`src/rtl/avalonmm_arb_pkg.sv`:
```
// Shared types and helpers for the N-master Avalon-MM arbiter/mux.
// Imported by the arbiter top and its read-tag FIFO.
package avalonmm_arb_pkg;

  typedef enum logic {
    ARB_SELECT = 1'b0,
    ARB_RR     = 1'b1
  } arb_mode_e;

  function automatic int id_width(input int n);
    return (n > 1) ? $clog2(n) : 1;
  endfunction

endpackage

```
`src/rtl/avalonmm_arbiter_mux_if.sv`:
```
// Avalon-MM bus bundle with LANES parallel ports.
// master drives the command side, slave returns wait/response.
interface avalonmm_arbiter_mux_if #(
  parameter int LANES      = 1,
  parameter int ADDR_WIDTH = 32,
  parameter int DATA_WIDTH = 32
);

  logic [LANES-1:0][ADDR_WIDTH-1:0]   address;
  logic [LANES-1:0][DATA_WIDTH-1:0]   writedata;
  logic [LANES-1:0][DATA_WIDTH/8-1:0] byteenable;
  logic [LANES-1:0]                   write;
  logic [LANES-1:0]                   read;
  logic [LANES-1:0]                   waitrequest;
  logic [LANES-1:0][DATA_WIDTH-1:0]   readdata;
  logic [LANES-1:0]                   readdatavalid;

  modport master (
    output address,
    output writedata,
    output byteenable,
    output write,
    output read,
    input  waitrequest,
    input  readdata,
    input  readdatavalid
  );

  modport slave (
    input  address,
    input  writedata,
    input  byteenable,
    input  write,
    input  read,
    output waitrequest,
    output readdata,
    output readdatavalid
  );

endinterface

```
`src/rtl/avalonmm_rd_tag_fifo.sv`:
```
// Read-tag FIFO: remembers which master issued each pending read.
// Push is ignored when full, pop is ignored when empty.
module avalonmm_rd_tag_fifo #(
  parameter int DEPTH = 4,
  parameter int WIDTH = 1
) (
  input  logic                    clk,
  input  logic                    rst_n,
  input  logic                    push_i,
  input  logic [WIDTH-1:0]        push_data_i,
  input  logic                    pop_i,
  output logic [WIDTH-1:0]        head_o,
  output logic                    full_o,
  output logic                    empty_o,
  output logic [$clog2(DEPTH):0]  count_o
);

  localparam int PW = (DEPTH > 1) ? $clog2(DEPTH) : 1;
  localparam int CW = $clog2(DEPTH) + 1;

  logic [WIDTH-1:0] mem_q [DEPTH];
  logic [PW-1:0]    wr_ptr_q, wr_ptr_d;
  logic [PW-1:0]    rd_ptr_q, rd_ptr_d;
  logic [CW-1:0]    count_q, count_d;
  logic             do_push, do_pop;

  function automatic logic [PW-1:0] bump(input logic [PW-1:0] p);
    return (p == PW'(DEPTH - 1)) ? '0 : p + 1'b1;
  endfunction

  assign full_o  = (count_q == CW'(DEPTH));
  assign empty_o = (count_q == '0);
  assign count_o = count_q;
  assign head_o  = mem_q[rd_ptr_q];

  assign do_push = push_i & ~full_o;
  assign do_pop  = pop_i & ~empty_o;

  always_comb begin
    wr_ptr_d = wr_ptr_q;
    rd_ptr_d = rd_ptr_q;
    count_d  = count_q;
    if (do_push) wr_ptr_d = bump(wr_ptr_q);
    if (do_pop)  rd_ptr_d = bump(rd_ptr_q);
    unique case ({do_push, do_pop})
      2'b10:   count_d = count_q + 1'b1;
      2'b01:   count_d = count_q - 1'b1;
      default: count_d = count_q;
    endcase
  end

  always_ff @(posedge clk or negedge rst_n) begin
    if (!rst_n) begin
      wr_ptr_q <= '0;
      rd_ptr_q <= '0;
      count_q  <= '0;
    end else begin
      wr_ptr_q <= wr_ptr_d;
      rd_ptr_q <= rd_ptr_d;
      count_q  <= count_d;
    end
  end

  always_ff @(posedge clk or negedge rst_n) begin
    if (!rst_n) begin
      for (int i = 0; i < DEPTH; i++) mem_q[i] <= '0;
    end else if (do_push) begin
      mem_q[wr_ptr_q] <= push_data_i;
    end
  end

endmodule

```
`src/rtl/avalonmm_arbiter_mux.sv`:
```
// N-master to 1-slave Avalon-MM arbiter/mux with command lock
// across stalls and tagged routing of pipelined read responses.
module avalonmm_arbiter_mux
  import avalonmm_arb_pkg::*;
#(
  parameter int NUM_MASTERS       = 2,
  parameter int DATA_WIDTH        = 32,
  parameter int ADDR_WIDTH        = 32,
  parameter int MAX_PENDING_READS = 4,
  parameter int ARB_MODE          = 0
) (
  input  logic                                clk,
  input  logic                                rst_n,
  input  logic [id_width(NUM_MASTERS)-1:0]    select,
  avalonmm_arbiter_mux_if.slave               m_bus,
  avalonmm_arbiter_mux_if.master              s_bus,
  output logic [$clog2(MAX_PENDING_READS):0]  pending_reads,
  output logic                                rsp_err
);

  localparam int IDW = id_width(NUM_MASTERS);
  localparam int CW  = $clog2(MAX_PENDING_READS) + 1;

  typedef logic [IDW-1:0] id_t;

  logic [NUM_MASTERS-1:0] req;
  logic [(1<<IDW)-1:0]    req_ext;
  id_t                    rr_ptr_q, rr_ptr_d;
  id_t                    lock_id_q, lock_id_d;
  id_t                    rr_id, cand, grant, head;
  logic                   lock_q, lock_d;
  logic                   rsp_err_q, rsp_err_d;
  logic                   rr_found, grant_valid;
  logic                   sel_read, sel_write;
  logic                   rd_block, fwd_read, fwd_write;
  logic                   s_wait, accept, push, pop;
  logic                   fifo_full, fifo_empty;
  logic [CW-1:0]          fifo_count;

  assign req    = m_bus.read | m_bus.write;
  assign s_wait = s_bus.waitrequest[0];

  always_comb begin
    req_ext = '0;
    req_ext[NUM_MASTERS-1:0] = req;
  end

  always_comb begin
    rr_found = 1'b0;
    rr_id    = '0;
    cand     = '0;
    for (int k = 0; k < NUM_MASTERS; k++) begin
      cand = id_t'((int'(rr_ptr_q) + k) % NUM_MASTERS);
      if (!rr_found && req_ext[cand]) begin
        rr_found = 1'b1;
        rr_id    = cand;
      end
    end
  end

  // A stalled command keeps the bus until the slave takes it.
  always_comb begin
    grant       = select;
    grant_valid = req_ext[select];
    if (lock_q) begin
      grant       = lock_id_q;
      grant_valid = 1'b1;
    end else if (ARB_MODE == int'(ARB_RR)) begin
      grant       = rr_id;
      grant_valid = rr_found;
    end
    if (!rst_n) grant_valid = 1'b0;
  end

  always_comb begin
    s_bus.address    = '0;
    s_bus.writedata  = '0;
    s_bus.byteenable = '0;
    sel_read         = 1'b0;
    sel_write        = 1'b0;
    for (int i = 0; i < NUM_MASTERS; i++) begin
      if (grant_valid && grant == id_t'(i)) begin
        s_bus.address[0]    = m_bus.address[i];
        s_bus.writedata[0]  = m_bus.writedata[i];
        s_bus.byteenable[0] = m_bus.byteenable[i];
        sel_read            = m_bus.read[i];
        sel_write           = m_bus.write[i];
      end
    end
  end

  // Full blocks new reads even when a response pops this cycle.
  assign rd_block    = sel_read & fifo_full;
  assign fwd_read    = sel_read & ~fifo_full;
  assign fwd_write   = sel_write;
  assign s_bus.read  = fwd_read;
  assign s_bus.write = fwd_write;

  assign accept = (fwd_read | fwd_write) & ~s_wait;
  assign push   = fwd_read & ~s_wait;
  assign pop    = s_bus.readdatavalid[0] & ~fifo_empty;

  always_comb begin
    m_bus.waitrequest   = '1;
    m_bus.readdatavalid = '0;
    for (int i = 0; i < NUM_MASTERS; i++) begin
      if (grant_valid && grant == id_t'(i))
        m_bus.waitrequest[i] = s_wait | rd_block;
      if (pop && head == id_t'(i))
        m_bus.readdatavalid[i] = 1'b1;
    end
  end

  assign m_bus.readdata = {NUM_MASTERS{s_bus.readdata[0]}};

  always_comb begin
    lock_d    = 1'b0;
    lock_id_d = lock_id_q;
    rr_ptr_d  = rr_ptr_q;
    rsp_err_d = rsp_err_q | (s_bus.readdatavalid[0] & fifo_empty);
    if ((fwd_read | fwd_write) && s_wait) begin
      lock_d    = 1'b1;
      lock_id_d = grant;
    end
    if (accept) begin
      rr_ptr_d = (grant == id_t'(NUM_MASTERS - 1)) ? '0 : grant + 1'b1;
    end
  end

  always_ff @(posedge clk or negedge rst_n) begin
    if (!rst_n) begin
      lock_q    <= 1'b0;
      lock_id_q <= '0;
      rr_ptr_q  <= '0;
      rsp_err_q <= 1'b0;
    end else begin
      lock_q    <= lock_d;
      lock_id_q <= lock_id_d;
      rr_ptr_q  <= rr_ptr_d;
      rsp_err_q <= rsp_err_d;
    end
  end

  avalonmm_rd_tag_fifo #(
    .DEPTH (MAX_PENDING_READS),
    .WIDTH (IDW)
  ) u_rd_tags (
    .clk         (clk),
    .rst_n       (rst_n),
    .push_i      (push),
    .push_data_i (grant),
    .pop_i       (pop),
    .head_o      (head),
    .full_o      (fifo_full),
    .empty_o     (fifo_empty),
    .count_o     (fifo_count)
  );

  assign pending_reads = fifo_count;
  assign rsp_err       = rsp_err_q;

endmodule

```
`src/flat_wrapper.sv`:
```
// flat-port wrapper written by rule: the top's interface ports become plain ports
module avalonmm_arbiter_mux_flat import avalonmm_arb_pkg::*;
#(
  parameter int NUM_MASTERS       = 2,
  parameter int DATA_WIDTH        = 32,
  parameter int ADDR_WIDTH        = 32,
  parameter int MAX_PENDING_READS = 4,
  parameter int ARB_MODE          = 0
)
  (clk, rst_n, select, pending_reads, rsp_err, m_bus_address, m_bus_writedata, m_bus_byteenable, m_bus_write, m_bus_read, m_bus_waitrequest, m_bus_readdata, m_bus_readdatavalid, s_bus_address, s_bus_writedata, s_bus_byteenable, s_bus_write, s_bus_read, s_bus_waitrequest, s_bus_readdata, s_bus_readdatavalid);
  avalonmm_arbiter_mux_if #(.LANES(2), .ADDR_WIDTH(ADDR_WIDTH), .DATA_WIDTH(DATA_WIDTH)) m_bus_i ();
  avalonmm_arbiter_mux_if #(.LANES(1), .ADDR_WIDTH(ADDR_WIDTH), .DATA_WIDTH(DATA_WIDTH)) s_bus_i ();
  input  logic clk;
  input  logic rst_n;
  input  logic [id_width(NUM_MASTERS)-1:0] select;
  output logic [$clog2(MAX_PENDING_READS):0] pending_reads;
  output logic rsp_err;
  input wire logic [$bits(m_bus_i.address)-1:0] m_bus_address;
  input wire logic [$bits(m_bus_i.writedata)-1:0] m_bus_writedata;
  input wire logic [$bits(m_bus_i.byteenable)-1:0] m_bus_byteenable;
  input wire logic [$bits(m_bus_i.write)-1:0] m_bus_write;
  input wire logic [$bits(m_bus_i.read)-1:0] m_bus_read;
  output wire logic [$bits(m_bus_i.waitrequest)-1:0] m_bus_waitrequest;
  output wire logic [$bits(m_bus_i.readdata)-1:0] m_bus_readdata;
  output wire logic [$bits(m_bus_i.readdatavalid)-1:0] m_bus_readdatavalid;
  output wire logic [$bits(s_bus_i.address)-1:0] s_bus_address;
  output wire logic [$bits(s_bus_i.writedata)-1:0] s_bus_writedata;
  output wire logic [$bits(s_bus_i.byteenable)-1:0] s_bus_byteenable;
  output wire logic [$bits(s_bus_i.write)-1:0] s_bus_write;
  output wire logic [$bits(s_bus_i.read)-1:0] s_bus_read;
  input wire logic [$bits(s_bus_i.waitrequest)-1:0] s_bus_waitrequest;
  input wire logic [$bits(s_bus_i.readdata)-1:0] s_bus_readdata;
  input wire logic [$bits(s_bus_i.readdatavalid)-1:0] s_bus_readdatavalid;
  assign m_bus_i.address = m_bus_address;
  assign m_bus_i.writedata = m_bus_writedata;
  assign m_bus_i.byteenable = m_bus_byteenable;
  assign m_bus_i.write = m_bus_write;
  assign m_bus_i.read = m_bus_read;
  assign m_bus_waitrequest = m_bus_i.waitrequest;
  assign m_bus_readdata = m_bus_i.readdata;
  assign m_bus_readdatavalid = m_bus_i.readdatavalid;
  assign s_bus_address = s_bus_i.address;
  assign s_bus_writedata = s_bus_i.writedata;
  assign s_bus_byteenable = s_bus_i.byteenable;
  assign s_bus_write = s_bus_i.write;
  assign s_bus_read = s_bus_i.read;
  assign s_bus_i.waitrequest = s_bus_waitrequest;
  assign s_bus_i.readdata = s_bus_readdata;
  assign s_bus_i.readdatavalid = s_bus_readdatavalid;
  avalonmm_arbiter_mux #(.NUM_MASTERS(NUM_MASTERS), .DATA_WIDTH(DATA_WIDTH), .ADDR_WIDTH(ADDR_WIDTH), .MAX_PENDING_READS(MAX_PENDING_READS), .ARB_MODE(ARB_MODE)) u_core (.clk(clk), .rst_n(rst_n), .select(select), .m_bus(m_bus_i), .s_bus(s_bus_i), .pending_reads(pending_reads), .rsp_err(rsp_err));
endmodule
```
`config.mk`:
```
export PLATFORM = sky130hd
export DESIGN_NAME = avalonmm_arbiter_mux_flat
export DESIGN_NICKNAME = d
export VERILOG_FILES = /design/src/rtl/avalonmm_arb_pkg.sv /design/src/rtl/avalonmm_arbiter_mux_if.sv /design/src/rtl/avalonmm_rd_tag_fifo.sv /design/src/rtl/avalonmm_arbiter_mux.sv /design/src/flat_wrapper.sv
export SDC_FILE = /design/constraint.sdc
export NUM_CORES = 1
export LEC_CHECK = 0
export CAP_MARGIN = 0
export CORE_AREA = 2 2 123 125
export CTS_CLUSTER_DIAMETER = 80
export CTS_CLUSTER_SIZE = 28
export DETAILED_ROUTE_END_ITERATION = 10
export DIE_AREA = 0 0 125 127
export DONT_BUFFER_PORTS = 1
export GPL_TIMING_DRIVEN = 0
export HOLD_SLACK_MARGIN = 0.1
export SLEW_MARGIN = 5
export SYNTH_ARGS = -nofsm -noshare
export SYNTH_HDL_FRONTEND = slang
export SYNTH_SLANG_ARGS = --single-unit
```
`constraint.sdc`:
```
create_clock -name clk -period 2.3 [get_ports clk]
set_clock_uncertainty 0.1 [all_clocks]
set_input_delay 0.115 -clock clk [delete_from_list [all_inputs] [get_ports clk]]
set_output_delay 0.115 -clock clk [all_outputs]
set_load 0.01 [all_outputs]
```
==> impl_metrics.json, run 1 <==
{
  "crit_path_start_kind": "flop",
  "first_pass_iters": 4,
  "placed_cells": 415,
  "antenna_found_initial": 1,
  "synth_top_family_by_area": "compound AO/OA/AOI/OAI gates",
  "total_power_w": 0.00200,
  "syn_avg_cell_area_sq_um": 8.76,
  "hpwlAfterDp_mm": 7.93,
  "r2r-start": "u_core.lock_q$_DFF_PN0_",
  "fmax_mhz": 437,
  "routedWlPerCell_um": 21.3,
  "cp-startpoint": "u_core.lock_q$_DFF_PN0_",
  "root_buffer": "clkbuf_16",
  "wl_mm": 9.10,
  "gp_congestion": 0.762,
  "nFillCells": 1605,
  "synth_cell_types": 31,
  "grt_pass1_wl_mm": 11.3,
  "ys_seq_elements": 14,
  "drc_errors": 0,
  "grt_pass1_vias": 1859,
  "min_period_ns": 2.29,
  "vdd_drop_max_v": 0.000292,
  "synth-main-ff-cell": "dfrtp_1",
  "criticalPathCategory": "reg -> reg",
  "io_buffer_count": 0,
  "finalSetupViolations": 0,
  "htree_levels": 1,
  "dr_total_vias": 1922,
  "grt.total_usage_pct": 9.57,
  "min_from": "s_bus_readdatavalid",
  "synth_enable_flop_cells": 0,
  "maxSlewViolCount": 0,
  "synthesis.instances": 231,
  "coreArea_sq_mm": 0.0144,
  "row_count": 44,
  "cts_buffers": 3,
  "synthToLayoutAreaGrowth_pct": 22.6,
  "maxCapViolations": 0,
  "dieArea_sq_mm": 0.0159,
  "synthXorXnorAreaFrac_pct": 1.30,
  "synth-adder-area-share_pct": 4.70,
  "tightest_slew_ns": 0.633,
  "synth_mux_area_share_pct": 7.91,
  "synth_compound_area_share_pct": 32.6,
  "synth_nets": 415,
  "synth_top_cell_area_share_pct": 29.4,
  "rsz0062_at_grt": "true",
  "final_util_pct": 17.2,
  "maxSlewHeadroom_pct": 57.7,
  "nets": 427,
  "synthesis.area_sq_mm": 0.00202,
  "grt_overflow": 0,
  "yosys_warnings": 0,
  "synth_simple_gate_area_share_pct": 7.23,
  "crit_arrival_ns": 2.35,
  "clock_latency_ns": 0.24,
  "synth_top_area_cell": "a22o_1",
  "crit_fanout": 5,
  "vias_per_cell": 4.50,
  "die_h_um": 127,
  "die_w_um": 125,
  "drive_above_1_share_pct": 41.7,
  "antenna_left": 0,
  "worstPathRequired_ns": 2.36,
  "clkTransAtPathRegs_ns": 0.05,
  "fin_crit_sh_pct": 99.6,
  "cts_tree": "built",
  "async_reset_ff_share_pct": 100,
  "worstHoldPathType": "in -> reg",
  "status": "complete, no violations",
  "worstSetupEndpointType": "flop",
  "drtIter0Drc": 78,
  "hold_viol": 0,
  "p_leak_nw": 1.11,
  "synthTopCellsByArea": "a22o_1 (29%), buf_4 (24%), dfrtp_1 (17%), ha_1 (3.7%), mux2_1 (2.8%)",
  "cts_num_sinks": 14,
  "grt_max_degree": 15,
  "yosysSeqAreaShare_pct": 17.3,
  "power_density_mw_per_mm2": 804,
  "cts_max_path_buffers": 2,
  "start_util_pct": 14.0,
  "final_cells": 427,
  "io_pins": 319
}
report_power, final:
part / internal, W / switching, W / leakage [nW]
logic: 0.000519 / 0.000599 / 0.902
clock network: 0.000263 / 0.0000964 / 0.0442
registers: 0.000374 / 0.000144 / 0.163
total: 0.00116 / 0.000840 / 1.11
metal layers:
layer / routed length, um / share of wire, % / GRT usage (%)
met5: 0 / 0 / 0
met3: 1040 / 11 / 3.10
met1: 3170 / 35 / 10.5
met4: 252 / 2.8 / 2.94
met2: 4640 / 51 / 17.6
critical path, stage by stage (launching register included):
cell     delay, ns
dfrtp_2       0.42
mux2i_4       0.30
mux2i_4       0.31
nor3_4        0.07
inv_2         0.08
ha_4          0.13
inv_1         0.04
fa_2          0.33
xor2_1        0.14
nor2_1        0.12
xor2_1        0.15
logic make-up (layout without fill, tap and decap cells):
group | count (synthesis) | after routing
AOI/OAI and AO/OA | 77 | 77
xor gates and xnor gates | 3 | 3
adders and majority gates | 7 | 7
buffers and inverters | 91 | 102
DFF | 14 | 14
muxes | 13 | 13
other | 0 | 1
and+or+nand+nor | 26 | 26
flip-flops by register name, summed over array words and instances, names as in the netlist:
signal,flops
u_core.u_rd_tags.mem_q,4
u_core.u_rd_tags.rd_ptr_q,2
u_core.lock_id_q,1
u_core.rsp_err,1
u_core.u_rd_tags.wr_ptr_q,2
u_core.lock_q,1
u_core.u_rd_tags.count_o,3
cell usage in the layout, fill, tap and decap left out:
cell type / count
mux2_2: 3
mux2i_1: 2
clkbuf_8: 1
nor2b_1: 2
a22o_1: 68
o211ai_1: 2
o21ai_0: 1
fa_2: 1
xnor2_1: 1
a2bb2oi_1: 1
xor2_1: 2
dfrtp_2: 4
diode_2: 1
buf_2: 3
nor3_1: 3
nor2_1: 6
mux2_1: 5
dlygate4sd3_1: 2
or3b_4: 1
a21o_1: 2
nand2_4: 1
mux2i_4: 2
mux4_2: 1
clkbuf_2: 4
o21a_4: 1
nor4b_1: 4
ha_1: 5
clkbuf_16: 3
nand2_1: 4
nand2b_1: 2
ha_4: 1
nand3_1: 1
and2_4: 1
buf_4: 72
clkbuf_1: 8
inv_1: 8
nor3_4: 1
dfrtp_1: 10
inv_2: 1
a31oi_1: 2
final cells by class:
class / instances / area, sq um / share of cell area (%)
sequential: 14 / 355 / 14.3
buffer: 79 / 546 / 22.0
clock buffer: 4 / 88.8 / 3.58
antenna: 1 / 2.50 / 0.101
timing repair buffer: 10 / 80.1 / 3.23
multi-input combinational: 126 / 1150 / 46.2
tap: 184 / 230 / 9.27
inverter: 9 / 33.8 / 1.36
final timing paths:
| kind | endpoint | slack [ns] | cells after the start |
|---|---|---|---|
| max | u_core.u_rd_tags.count_o[2]$_DFFE_PN0P_ | 0.01 | 10 |
| min | u_core.u_rd_tags.rd_ptr_q[0]$_DFFE_PN0P_ | 0.12 | 2 |
| max reg2reg | u_core.u_rd_tags.count_o[2]$_DFFE_PN0P_ | 0.01 | 10 |
| min reg2reg | u_core.u_rd_tags.mem_q[0]$_DFFE_PN0P_ | 0.39 | 1 |
| max in group asynchronous | u_core.u_rd_tags.count_o[2]$_DFFE_PN0P_ | 1.41 | 1 |
| min in group asynchronous | u_core.rsp_err$_DFF_PN0_ | 0.24 | 1 |
through the flow:
| step | instance area, sq um | setup WS (ns) | hold WS [ns] | setup TNS [ns] |
|---|---|---|---|---|
| after global routing | 2480 | -0.0716 | 0.164 | -0.0716 |
| after CTS | 2430 | -0.0265 | 0.118 | -0.0265 |
| after detailed placement | 2260 | -0.307 | -0.280 | -5.68 |
| final | 2480 | 0.0100 | 0.125 | 0 |
| after floorplan | 2030 | -0.0470 | -0.281 | -0.0470 |
| after global placement | 2260 | -0.231 | -0.280 | -3.09 |
what timing repair did:
action,CTS,global route
buffers inserted,5,3
endpoints found under the setup margin,72,38
hold buffers,2,0
gates resized for setup,12,12
pin swaps,3,3
hold endpoints to repair,15,0
synthesized netlist by cell type (2+ instances only):
| master | instances |
|---|---|
| a22o_1 | 68 |
| buf_4 | 64 |
| clkbuf_1 | 14 |
| dfrtp_1 | 14 |
| inv_1 | 9 |
| ha_1 | 6 |
| nor2_1 | 6 |
| mux2_1 | 5 |
| nand2_1 | 5 |
| buf_2 | 4 |
| nor4b_1 | 4 |
| mux2_2 | 3 |
| nor3_1 | 3 |
| a21o_1 | 2 |
| a31oi_1 | 2 |
| mux2i_1 | 2 |
| mux2i_2 | 2 |
| nand2b_1 | 2 |
| nor2b_1 | 2 |
| o211ai_1 | 2 |
| xor2_1 | 2 |
No activity file was read; power rests on OpenSTA's default activity.
==> run 2, diff against run 1 <==
--- a/config.mk
+++ b/config.mk
@@ -7,6 +7,7 @@
 export LEC_CHECK = 0
 export CAP_MARGIN = 0
 export CORE_AREA = 2 2 123 125
+export CTS_BUF_LIST = sky130_fd_sc_hd__clkbuf_8
 export CTS_CLUSTER_DIAMETER = 80
 export CTS_CLUSTER_SIZE = 28
 export DETAILED_ROUTE_END_ITERATION = 10
==> constraint.sdc (replaced) <==
create_clock -name clk -period 2.3 [get_ports clk]
set_clock_uncertainty 0.1 [all_clocks]
set_input_delay 0.115 -clock clk [delete_from_list [all_inputs] [get_ports clk]]
set_output_delay 0.115 -clock clk [all_outputs]
set_load 0.1 [all_outputs]
==> impl_metrics.json, run 2 (synthesis results as in run 1) <==
{
  "status": "finished, violations left",
  "violations": "negative setup slack",
  "start_util_pct": 14.0,
  "fin_ws_ns": -0.122,
  "vdd_drop_max_v": 0.000405,
  "total_power_w": 0.00430,
  "die_w_um": 125,
  "min_period_ns": 2.42,
  "clock_latency_ns": 0.25,
  "gp_congestion": 0.799,
  "io_buffer_count": 0,
  "finalSetupViolations": 6,
  "worstPathRequired_ns": 2.37,
  "dieArea_sq_mm": 0.0159,
  "postLayoutCellArea_sq_mm": 0.00317,
  "cts_max_path_buffers": 2,
  "clkTransAtPathRegs_ns": 0.06,
  "htree_levels": 1,
  "r2r_cells": 10,
  "r2r-start": "u_core.u_rd_tags.count_o[1]$_DFFE_PN0P_",
  "hpwlAfterDp_mm": 7.58,
  "reg2reg_setup_slack_ns": -0.12,
  "grt_overflow": 0,
  "synthToLayoutAreaGrowth_pct": 56.4,
  "power_density_mw_per_mm2": 1360,
  "row_count": 44,
  "pre_cts_ws_ns": -0.595,
  "antenna_cells": 0,
  "vias_per_cell": 4.39,
  "worstSetupEndpointType": "flop",
  "first_pass_iters": 4,
  "worstHoldPathType": "in -> reg",
  "die_h_um": 127,
  "coreArea_sq_mm": 0.0144,
  "grt_pass1_wl_mm": 11.6,
  "maxSlewHeadroom_pct": 39.9,
  "place_area_sq_mm": 0.00235,
  "min_from": "select",
  "p_leak_nw": 1.50,
  "r2r_end": "u_core.u_rd_tags.count_o[2]$_DFFE_PN0P_",
  "wl_mm": 9.31,
  "maxCapViolations": 0,
  "criticalPathCategory": "reg -> reg",
  "fin_crit_sh_pct": 105,
  "tightest_slew_ns": 0.902,
  "grt.total_usage_pct": 9.59,
  "rsz0062_at_grt": "true",
  "grt_max_degree": 15,
  "final_common_cell": "buf_4",
  "min_to": "u_core.u_rd_tags.mem_q[0]$_DFFE_PN0P_",
  "crit_arrival_ns": 2.49,
  "drive_above_1_share_pct": 76.0,
  "nets": 435,
  "io_pins": 319,
  "cts_tree": "built",
  "root_buffer": "clkbuf_8",
  "maxSlewViolCount": 0,
  "final_cell_mix": "buf_4 (78), a22o_4 (59), dfrtp_1 (10)",
  "fmax_mhz": 413,
  "largest_reg_flops": 4,
  "cts_buffers": 3,
  "hold_path_depth": 3,
  "crit_fanout": 4,
  "crit_path_start_kind": "flop",
  "antenna_left": 0,
  "cts_num_sinks": 14,
  "drtIter0Drc": 33,
  "dr_total_vias": 1904,
  "drc_errors": 0,
  "routedWlPerCell_um": 21.4,
  "hold_viol": 0,
  "grt_pass1_vias": 1985,
  "antenna_found_initial": 0,
  "largest-register": "u_core.u_rd_tags.mem_q"
}
run 2: final cells by class:
cell class	instances	area (sq um)
Sequential cell	14	363
Timing Repair Buffer	17	185
Clock buffer	4	55.1
Fill cell	1538	11300
Tap cell	184	230
Multi-Input combinational cell	126	1720
Inverter	9	33.8
Buffer	80	582
run 2: worst max-delay path: stages (launching register included):
cell	delay, ns
dfrtp_4	0.62
or3b_4	0.47
nand2_4	0.08
nor3_4	0.04
inv_1	0.07
ha_2	0.18
inv_2	0.04
fa_2	0.32
xor2_1	0.14
nor2_1	0.11
xor2_1	0.15
run 2: through the flow:
step | hold WS, ns | util (%) | setup TNS [ns] | instances
floorplan | -0.281 | - | -1.16 | 231
detailed placement | -0.280 | 16.3 | -35.27 | 417
CTS | 0.111 | 19.0 | -5.45 | 429
finish | 0.188 | 21.9 | -0.315 | 434
global placement | -0.280 | 15.9 | -34.60 | 415
global route | 0.227 | 21.9 | -0.713 | 434
run 2: power by group:
part	total [W]	leakage (nW)	switching, W	internal, W
Sequential	0.000770	0.164	0.000387	0.000383
Combinational	0.00329	1.30	0.00248	0.000808
Clock	0.000241	0.0288	0.0000895	0.000152
Total	0.00430	1.50	0.00295	0.00134
run 2: how the worst max path moves through the flow:
| stage | from | to | slack, ns | cells past startpoint |
|---|---|---|---|---|
| after detailed placement | u_core.lock_q$_DFF_PN0_ | s_bus_writedata[24] | -0.60 | 6 |
| after CTS | u_core.u_rd_tags.count_o[0]$_DFFE_PN0P_ | u_core.u_rd_tags.count_o[2]$_DFFE_PN0P_ | -0.16 | 10 |
| after global placement | u_core.lock_q$_DFF_PN0_ | m_bus_waitrequest[1] | -0.67 | 7 |
| final | u_core.u_rd_tags.count_o[1]$_DFFE_PN0P_ | u_core.u_rd_tags.count_o[2]$_DFFE_PN0P_ | -0.12 | 10 |
| after global routing | u_core.u_rd_tags.count_o[1]$_DFFE_PN0P_ | u_core.u_rd_tags.count_o[2]$_DFFE_PN0P_ | -0.23 | 10 |
| after floorplan | u_core.u_rd_tags.count_o[1]$_DFFE_PN0P_ | m_bus_waitrequest[0] | -0.46 | 2 |
run 2: per-layer routing:
metal	GRT usage, %	share of wire [%]
met4	3.73	2.9
met1	10.6	34
met5	0	0
met3	1.05	7.8
met2	18.7	55
run 2: what timing repair did:
item / 4_1_cts / 5_1_grt
pin swaps: 6 / 11
endpoints found under the setup margin: 76 / 73
hold endpoints to repair: 15 / 2
setup buffers: 8 / 4
gates resized for setup: 97 / 85
hold buffers: 2 / 1
==> run 3, diff against run 2 <==
--- a/config.mk
+++ b/config.mk
@@ -15,6 +15,7 @@
 export DONT_BUFFER_PORTS = 1
 export GPL_TIMING_DRIVEN = 0
 export HOLD_SLACK_MARGIN = 0.1
+export SETUP_SLACK_MARGIN = 0.1
 export SLEW_MARGIN = 5
 export SYNTH_ARGS = -nofsm -noshare
 export SYNTH_HDL_FRONTEND = slang
==> impl_metrics.json, run 3 (synthesis results as in run 1) <==
{
  "cts_buffers": 3,
  "largest_reg_flops": 4,
  "whs_ns": 0.107,
  "min_from": "s_bus_readdatavalid",
  "io_pins": 319,
  "start_util_pct": 14.0,
  "crit_path_start_kind": "flop",
  "antenna_found_initial": 0,
  "min_period_ns": 2.45,
  "nets": 435,
  "cts_tree": "built",
  "r2r_end": "u_core.u_rd_tags.count_o[2]$_DFFE_PN0P_",
  "synthToLayoutAreaGrowth_pct": 63.8,
  "final_cells": 434,
  "row_count": 44,
  "finalSetupViolations": 5,
  "routedWlPerCell_um": 21.7,
  "power_density_mw_per_mm2": 1320,
  "htree_levels": 1,
  "vias_per_cell": 4.44,
  "final_cell_mix": "buf_4 (74), a22o_4 (68), dfrtp_1 (10)",
  "clkTransAtPathRegs_ns": 0.07,
  "die_h_um": 127,
  "coreArea_sq_mm": 0.0144,
  "drtIter0Drc": 36,
  "root_buffer": "clkbuf_8",
  "drc_errors": 0,
  "rsz0062_at_grt": "true",
  "clock_latency_ns": 0.25,
  "grt_max_degree": 15,
  "maxSlewViolCount": 0,
  "cts_num_sinks": 14,
  "min_to": "u_core.u_rd_tags.rd_ptr_q[0]$_DFFE_PN0P_",
  "hpwlAfterDp_mm": 7.66,
  "hold_path_depth": 2,
  "grt.total_usage_pct": 10.1,
  "maxSlewHeadroom_pct": 40.2,
  "maxCapViolations": 0,
  "fmax_mhz": 408,
  "violations": "negative setup slack",
  "fin_crit_sh_pct": 107,
  "status": "finished, violations left",
  "final_common_cell": "buf_4",
  "dr_total_vias": 1926,
  "die_w_um": 125,
  "drive_above_1_share_pct": 76.0,
  "tightest_slew_ns": 0.898,
  "fin_ws_ns": -0.151,
  "crit_fanout": 4,
  "final_util_pct": 23.0,
  "placed_cells": 417,
  "vdd_drop_max_v": 0.000394,
  "criticalPathCategory": "reg -> reg",
  "antenna_left": 0,
  "io_buffer_count": 0,
  "worstPathRequired_ns": 2.37,
  "grt_overflow": 0,
  "cp-startpoint": "u_core.u_rd_tags.count_o[1]$_DFFE_PN0P_",
  "crit_arrival_ns": 2.52,
  "pre_cts_ws_ns": -0.508,
  "r2r-start": "u_core.u_rd_tags.count_o[1]$_DFFE_PN0P_",
  "cts_max_path_buffers": 2,
  "wl_mm": 9.41,
  "worstSetupEndpointType": "flop",
  "grt_pass1_vias": 1895,
  "reg2reg_setup_slack_ns": -0.15,
  "grt_pass1_wl_mm": 12.1,
  "final.setup.tns_ns": -0.391,
  "gp_congestion": 0.836,
  "hold_viol": 0,
  "dieArea_sq_mm": 0.0159,
  "first_pass_iters": 4,
  "r2r_cells": 10,
  "largest-register": "u_core.u_rd_tags.mem_q",
  "worstHoldPathType": "in -> reg",
  "antenna_cells": 0,
  "p_leak_nw": 1.56
}
run 3: area by class of cell:
| cell class | instances | area, sq um |
|---|---|---|
| fillers | 1514 | 11100 |
| multi-input cells | 126 | 1780 |
| plain buffers | 80 | 648 |
| flip-flops and latches | 14 | 363 |
| well taps | 184 | 230 |
| repair buffers | 17 | 204 |
| clock buffers | 4 | 55.1 |
| inverters | 9 | 33.8 |
run 3: metrics by stage:
step	power (W)	cell area (sq um)
after floorplan	0.00342	2130
after global placement	0.00361	2360
after detailed placement	0.00366	2420
after CTS	0.00427	3140
after global routing	0.00451	3320
final	0.00437	3320
run 3: metal layers:
layer / routed length, um / vias up / track usage, %
met5: 0 / - / 0
met4: 39 / 0 / 1.57
met3: 727 / 4 / 1.59
met2: 5410 / 190 / 20.5
met1: 3230 / 899 / 11.2
li1: - / 833 / -
run 3: how the worst max path moves through the flow:
stage / endpoint / slack [ns] / depth (start not counted)
6_report: u_core.u_rd_tags.count_o[2]$_DFFE_PN0P_ / -0.15 / 10
5_1_grt: u_core.u_rd_tags.count_o[2]$_DFFE_PN0P_ / -0.25 / 10
4_1_cts: u_core.u_rd_tags.count_o[2]$_DFFE_PN0P_ / -0.17 / 10
3_5_place_dp: s_bus_writedata[31] / -0.51 / 6
3_3_place_gp: m_bus_waitrequest[1] / -0.73 / 7
2_1_floorplan: m_bus_waitrequest[0] / -0.46 / 2
run 3: timing repair:
action / 4_1_cts / 5_1_grt
resized for setup: 111 / 34
hold buffers: 2 / 0
setup buffers: 8 / 5
hold endpoints to repair: 15 / 0
setup endpoints to repair: 76 / 75
pin swaps: 13 / 11
run 3: worst max-delay path, cell delays in order (launching register included):
cell and delay [ns]:
dfrtp_4 0.62, or3b_4 0.47, nand2_4 0.09, nor3_4 0.04, inv_1 0.08, ha_2 0.18
inv_2 0.04, fa_2 0.33, xor2_1 0.14, nor2_1 0.12, xor2_1 0.15
run 3: power by group:
group          total (W)  switching [W]  internal (W)
sequential      0.000774       0.000391      0.000383
combinational    0.00335        0.00248      0.000868
clock           0.000248      0.0000963      0.000152
